<file path="src/rtl/bcd_countdown_timer_pkg.sv">
// rtl/bcd_countdown_timer_pkg.sv - shared types, BCD limits and time packing for the countdown timer
package bcd_countdown_timer_pkg;

    typedef enum logic [1:0] {
        ST_IDLE    = 2'd0,
        ST_RUN     = 2'd1,
        ST_PAUSED  = 2'd2,
        ST_EXPIRED = 2'd3
    } state_t;

    localparam logic [3:0] DIGIT_LIMIT = 4'd9;
    localparam logic [3:0] TENS_LIMIT  = 4'd5;

    localparam int SEC_ONES_LSB = 0;
    localparam int SEC_TENS_LSB = 4;
    localparam int MIN_ONES_LSB = 8;
    localparam int MIN_TENS_LSB = 12;

    // Nibble-wise BCD check; with valid nibbles the minutes byte compares like a number.
    function automatic logic time_is_valid(input logic [15:0] t, input logic [7:0] max_min);
        return (t[SEC_ONES_LSB +: 4] <= DIGIT_LIMIT) &&
               (t[SEC_TENS_LSB +: 4] <= TENS_LIMIT)  &&
               (t[MIN_ONES_LSB +: 4] <= DIGIT_LIMIT) &&
               (t[MIN_TENS_LSB +: 4] <= DIGIT_LIMIT) &&
               (t[MIN_ONES_LSB +: 8] <= max_min);
    endfunction

endpackage

</file>
<file path="src/rtl/bcd_countdown_timer_digit.sv">
// rtl/bcd_countdown_timer_digit.sv - one BCD down-counting digit with borrow out
module bcd_down_digit
    import bcd_countdown_timer_pkg::*;
#(
    parameter logic [3:0] LIMIT = DIGIT_LIMIT
) (
    input  logic       clk,
    input  logic       resetn,
    input  logic       en,
    input  logic       load,
    input  logic [3:0] load_val,
    output logic [3:0] digit,
    output logic       borrow
);

    always_ff @(posedge clk) begin
        if (!resetn) begin
            digit <= 4'd0;
        end else if (load) begin
            digit <= load_val;
        end else if (en) begin
            digit <= (digit == 4'd0) ? LIMIT : digit - 4'd1;
        end
    end

    assign borrow = en && (digit == 4'd0);

endmodule

</file>
<file path="src/rtl/bcd_countdown_timer.sv">
// rtl/bcd_countdown_timer.sv - BCD mm:ss countdown timer with load, start/pause and expiry pulse
module bcd_countdown_timer
    import bcd_countdown_timer_pkg::*;
#(
    parameter int         TICK_DIV = 50_000_000,
    parameter logic [7:0] MAX_MIN  = 8'h59
) (
    input  logic        CLK,
    input  logic        CLRn,
    input  logic        Loadn,
    input  logic [15:0] D,
    input  logic        Start,
    input  logic        Pause,
    output logic [15:0] Q,
    output logic        Running,
    output logic        Done,
    output logic        Bo,
    output logic        LoadErr
);

    localparam int              PW       = (TICK_DIV > 2) ? $clog2(TICK_DIV) : 1;
    localparam logic [PW-1:0]   PRE_LAST = PW'(TICK_DIV - 1);

    state_t        state, state_next;
    logic [PW-1:0] prescaler;
    logic          load_req, load_ok, tick, at_one;
    logic [3:0]    en, bor;
    logic [15:0]   q_int;
    logic          min_tens_borrow_unused;

    assign load_req = !Loadn;
    assign load_ok  = load_req && time_is_valid(D, MAX_MIN);
    assign at_one   = (q_int == 16'h0001);
    // Any load or pause on this edge suppresses the decrement.
    assign tick     = Loadn && !Pause && (state == ST_RUN) && (prescaler == PRE_LAST);
    assign en       = {bor[2:0], tick};
    assign min_tens_borrow_unused = bor[3];

    bcd_down_digit #(.LIMIT(DIGIT_LIMIT)) u_sec_ones (
        .clk(CLK), .resetn(CLRn), .en(en[0]), .load(load_ok),
        .load_val(D[SEC_ONES_LSB +: 4]), .digit(q_int[SEC_ONES_LSB +: 4]), .borrow(bor[0])
    );
    bcd_down_digit #(.LIMIT(TENS_LIMIT)) u_sec_tens (
        .clk(CLK), .resetn(CLRn), .en(en[1]), .load(load_ok),
        .load_val(D[SEC_TENS_LSB +: 4]), .digit(q_int[SEC_TENS_LSB +: 4]), .borrow(bor[1])
    );
    bcd_down_digit #(.LIMIT(DIGIT_LIMIT)) u_min_ones (
        .clk(CLK), .resetn(CLRn), .en(en[2]), .load(load_ok),
        .load_val(D[MIN_ONES_LSB +: 4]), .digit(q_int[MIN_ONES_LSB +: 4]), .borrow(bor[2])
    );
    bcd_down_digit #(.LIMIT(DIGIT_LIMIT)) u_min_tens (
        .clk(CLK), .resetn(CLRn), .en(en[3]), .load(load_ok),
        .load_val(D[MIN_TENS_LSB +: 4]), .digit(q_int[MIN_TENS_LSB +: 4]), .borrow(bor[3])
    );

    always_ff @(posedge CLK) begin
        if (!CLRn) begin
            state <= ST_IDLE;
        end else begin
            state <= state_next;
        end
    end

    always_comb begin
        state_next = state;
        if (load_req) begin
            if (load_ok) begin
                state_next = ST_IDLE;
            end
        end else begin
            case (state)
                ST_IDLE: begin
                    if (Start && !Pause && (q_int != 16'h0000)) begin
                        state_next = ST_RUN;
                    end
                end
                ST_RUN: begin
                    if (Pause) begin
                        state_next = ST_PAUSED;
                    end else if (tick && at_one) begin
                        state_next = ST_EXPIRED;
                    end
                end
                ST_PAUSED: begin
                    if (Start && !Pause) begin
                        state_next = ST_RUN;
                    end
                end
                default: state_next = state;
            endcase
        end
    end

    always_comb begin
        Running = (state == ST_RUN);
        Q       = q_int;
    end

    // Prescaler only advances in RUN; a pause freezes it so resume loses no count.
    always_ff @(posedge CLK) begin
        if (!CLRn) begin
            prescaler <= '0;
        end else if (load_ok) begin
            prescaler <= '0;
        end else if (!load_req) begin
            if ((state == ST_IDLE) && (state_next == ST_RUN)) begin
                prescaler <= '0;
            end else if ((state == ST_RUN) && !Pause) begin
                prescaler <= tick ? '0 : prescaler + PW'(1);
            end
        end
    end

    always_ff @(posedge CLK) begin
        if (!CLRn) begin
            Done    <= 1'b0;
            Bo      <= 1'b0;
            LoadErr <= 1'b0;
        end else begin
            Done    <= tick && at_one;
            Bo      <= bor[1];
            LoadErr <= load_req && !load_ok;
        end
    end

endmodule

</file>
<file path="config.mk">
export PLATFORM = sky130hd
export DESIGN_NAME = bcd_countdown_timer
export DESIGN_NICKNAME = d
export VERILOG_FILES = /design/src/rtl/bcd_countdown_timer_pkg.sv /design/src/rtl/bcd_countdown_timer_digit.sv /design/src/rtl/bcd_countdown_timer.sv
export SDC_FILE = /design/constraint.sdc
export NUM_CORES = 1
export LEC_CHECK = 0
export BUFFER_PORTS_ARGS = -buffer_cell sky130_fd_sc_hd__buf_2
export CAP_MARGIN = 20
export CORE_MARGIN = 2
export CORE_UTILIZATION = 40
export CTS_CLUSTER_SIZE = 24
export DETAILED_ROUTE_END_ITERATION = 12
export HOLD_SLACK_MARGIN = 0.12
export PLACE_DENSITY = 0.58
export SLEW_MARGIN = 20
export SYNTH_ARGS = -nofsm -noshare
export SYNTH_HDL_FRONTEND = slang
export SYNTH_SLANG_ARGS = --single-unit
</file>
<file path="constraint.sdc">
create_clock -name CLK -period 2.96 [get_ports CLK]
set_clock_uncertainty 0.2 [all_clocks]
set_input_delay 0.592 -clock CLK [delete_from_list [all_inputs] [get_ports CLK]]
set_output_delay 0.592 -clock CLK [all_outputs]
set_load 0.05 [all_outputs]
</file>
==> metrics.md <==
| Metric | Value |
|---|---|
| Post-CTS setup buffers | 0 |
| Final slew viol count | 0 |
| TritonCTS Sinks | 47 |
| Placed Area | 3170 um2 |
| Die X | 87.6 um |
| Die area | 7670 um2 |
| Outcome | completed |
| Measured slew at the worst slew-check pin | 779 ps |
| Crit path required time | 3010 ps |
| Total CTS buffers | 5 |
| Syn Area/Cell | 8.08 um2 |
| Design area | around 3300 um2 |
| WL per Instance | 16.6 um |
| Commonest cells after routing, fill and taps aside | dfxtp_1 (47), buf_2 (40), nor2_1 (27) |
| Rows | 30 |
| Core area | between 6000 and 7000 um2 |
| Max clock buf depth | 2 |
| Final hold viol count | 0 |
| Vias per cell | approximately 5.9 |
| Mapped Area | 2800 um2 |
| Register area share after synthesis | 0.337 |
| First-pass GRT wire length | 13200 um |
| Setup CP Type | reg -> reg |
| I/O Pins | ~40 |
| Synth top area share | 0.337 |
| DRT iter0 DRCs | 223 |
| Fin crit period | 2700 ps |
| GRT Overall Usage | 0.218 |
| Max-slew headroom | 0.477 |
| Asr flop ratio synth | 0 |
| Clk root buf | clkbuf_8 |
| Setup WS post-layout | 261 ps |
| Layout cells sized above 1 | 0.201 |
| Area grow syn2layout | 17.5% |
| Post-Syn Instances | 346 |
| Remaining DRCs | 0 |
| Final setup viols | 0 |
| Vias | 2870 |
| Largest net degree at the start of global routing | 23 |
| Filler cells | 692 |
| Antenna Nets Post-Route | 0 |
| Vias in the first global route | 2561 |
| Syn_nets | 368 |
| IO buf count | 40 |
| Worst skew pair latency | roughly 300 ps |
| # nets final | between 400 and 500 |
| CTS tree | built |
| Clock-pin slew on the worst setup and hold paths | 90 ps |
| Max cap viols | 0 |
| Post-synth top flop | dfxtp_1 |
| Sum Neg Setup Slack | 0 ps |
| Synth area leaders | dfxtp_1 (34%), nand3_1 (4.1%), o21ai_0 (3.9%), nor2_1 (3.6%), nor4_1 (3.1%) |
| Period utilisation layout | 0.912 |
| Power Dens Cells | 389 nW/um2 |
| Syn. warnings | 0 |
| Library cells used by synthesis | 62 |
| EDFF count, synth | 0 |
| RSZ-0062 raised after global routing | no |
| Worst-path fanout max | 16 |
| Arr. time, crit path | 2750 ps |
| Starting Density | 0.411 |
| F_max | 370 MHz |
| Post-synth top area cell | dfxtp_1 |
| Initial antenna violation count | 0 |
| Grt total ovfl | 0 |
| Antenna cell count | 0 |
| Routability cong. | 0.821 |
| Die Span Y | slightly below 90 um |
| Hold WC Path Type | reg -> reg |
| Hpwl dp | 5880 um |
| Resize count post-CTS | 0 |
| Endpoint type of the worst setup path | flip-flop |
| Post-Place Worst Slack | roughly 290 ps |
| H-tree depth | 2 |
| WL final | 8120 um |
| Commonest non-fill, non-tap cell in the layout | dfxtp_1 |
| Pleak | 1.23 nW |
| CP Launch Type | flip-flop |
| Register bit count reported by yosys | 47 |
| CTS Hold Bufs | 0 |
| Pre-antenna DRT Iters | 5 |
| Worst vdd ir | 200 uV |
state kept, by name, summed over array words and instances, names as in the netlist:
name and count:
prescaler 26, u_sec_tens.digit 4, LoadErr 1, state 2, u_sec_ones.digit 4, Done 1, Bo 1, u_min_tens.digit 4
u_min_ones.digit 4
layout make-up:
cell class | instances | area (um2) | area share
multi-input cells | 276 | 1770 | 0.539
flip-flops and latches | 47 | 941 | 0.287
clock buffers | 6 | 82.6 | 0.0252
well taps | 96 | 120 | 0.0366
repair buffers | 54 | 305 | 0.0930
clock inverters | 2 | 35.0 | 0.0107
inverters | 8 | 30.0 | 0.00915
worst max-delay path: stages, from the launching register on:
cell,delay [ps]
dfxtp_1,370
or4_4,600
or4_4,630
a21oi_4,390
and2_1,300
a211o_1,150
routing by layer:
metal / part of all wire / global-route usage
met2: 0.48 / 0.371
met4: 0.0063 / 0.0378
met5: 0 / 0
met1: 0.47 / 0.301
met3: 0.044 / 0.0283
where the power goes:
part | internal (W) | switching [W]
sequential | 0.000639 | 0.0000116
combinational | 0.0000458 | 0.0000867
clock | 0.000274 | 0.000222
total | 0.000958 | 0.000320
through the flow:
step | instances | total power [W] | hold WS [ps] | util
2_1_floorplan | 346 | 0.000752 | 253 | -
3_5_place_dp | 481 | 0.000797 | 257 | 0.466
4_1_cts | 489 | 0.00129 | 270 | 0.483
6_report | 489 | 0.00128 | 271 | 0.483
3_3_place_gp | 481 | 0.000796 | 253 | 0.466
5_1_grt | 489 | 0.00133 | 316 | 0.483
worst paths after layout:
kind | start | slack (ps) | depth (start not counted) | endpoint
setup / recovery | u_sec_ones.digit[0]$_SDFFE_PN0P_ | 260 | 5 | prescaler[20]$_SDFFE_PP0P_
hold / removal | u_sec_tens.digit[3]$_SDFFE_PN0P_ | 270 | 2 | u_sec_tens.digit[3]$_SDFFE_PN0P_
setup reg to reg | u_sec_ones.digit[0]$_SDFFE_PN0P_ | 260 | 5 | prescaler[20]$_SDFFE_PP0P_
hold reg to reg | u_sec_tens.digit[3]$_SDFFE_PN0P_ | 270 | 2 | u_sec_tens.digit[3]$_SDFFE_PN0P_
Yosys cell counts, types with 4 or more instances:
cell type and instances:
dfxtp_1 47, nor2_1 27, nand3_1 23, o21ai_0 22
nand2_1 21, a21oi_1 16, nor4_1 14, clkbuf_1 12
nand4_1 12, or4_1 10, and3_1 9, a31oi_1 8
and4_1 8, o31ai_1 8, or3_1 8, and2_1 7
inv_1 7, or2_2 7, a211o_1 6, o21a_1 6
a2111oi_0 4, a211oi_1 4, nand3b_1 4
cell families (layout without fill, tap and decap cells):
| family | count (synthesis) | count (layout) | synth area share |
|---|---|---|---|
| xor gates and xnor gates | 5 | 5 | 0.0157 |
| buffers and inverters | 23 | 70 | 0.0367 |
| adders and majority gates | 1 | 1 | 0.00448 |
| DFF | 47 | 47 | 0.337 |
| and+or+nand+nor | 170 | 170 | 0.359 |
| AOI/OAI and AO/OA | 99 | 99 | 0.244 |
| muxes | 1 | 1 | 0.00358 |
No activity file was read; power rests on OpenSTA's default activity.
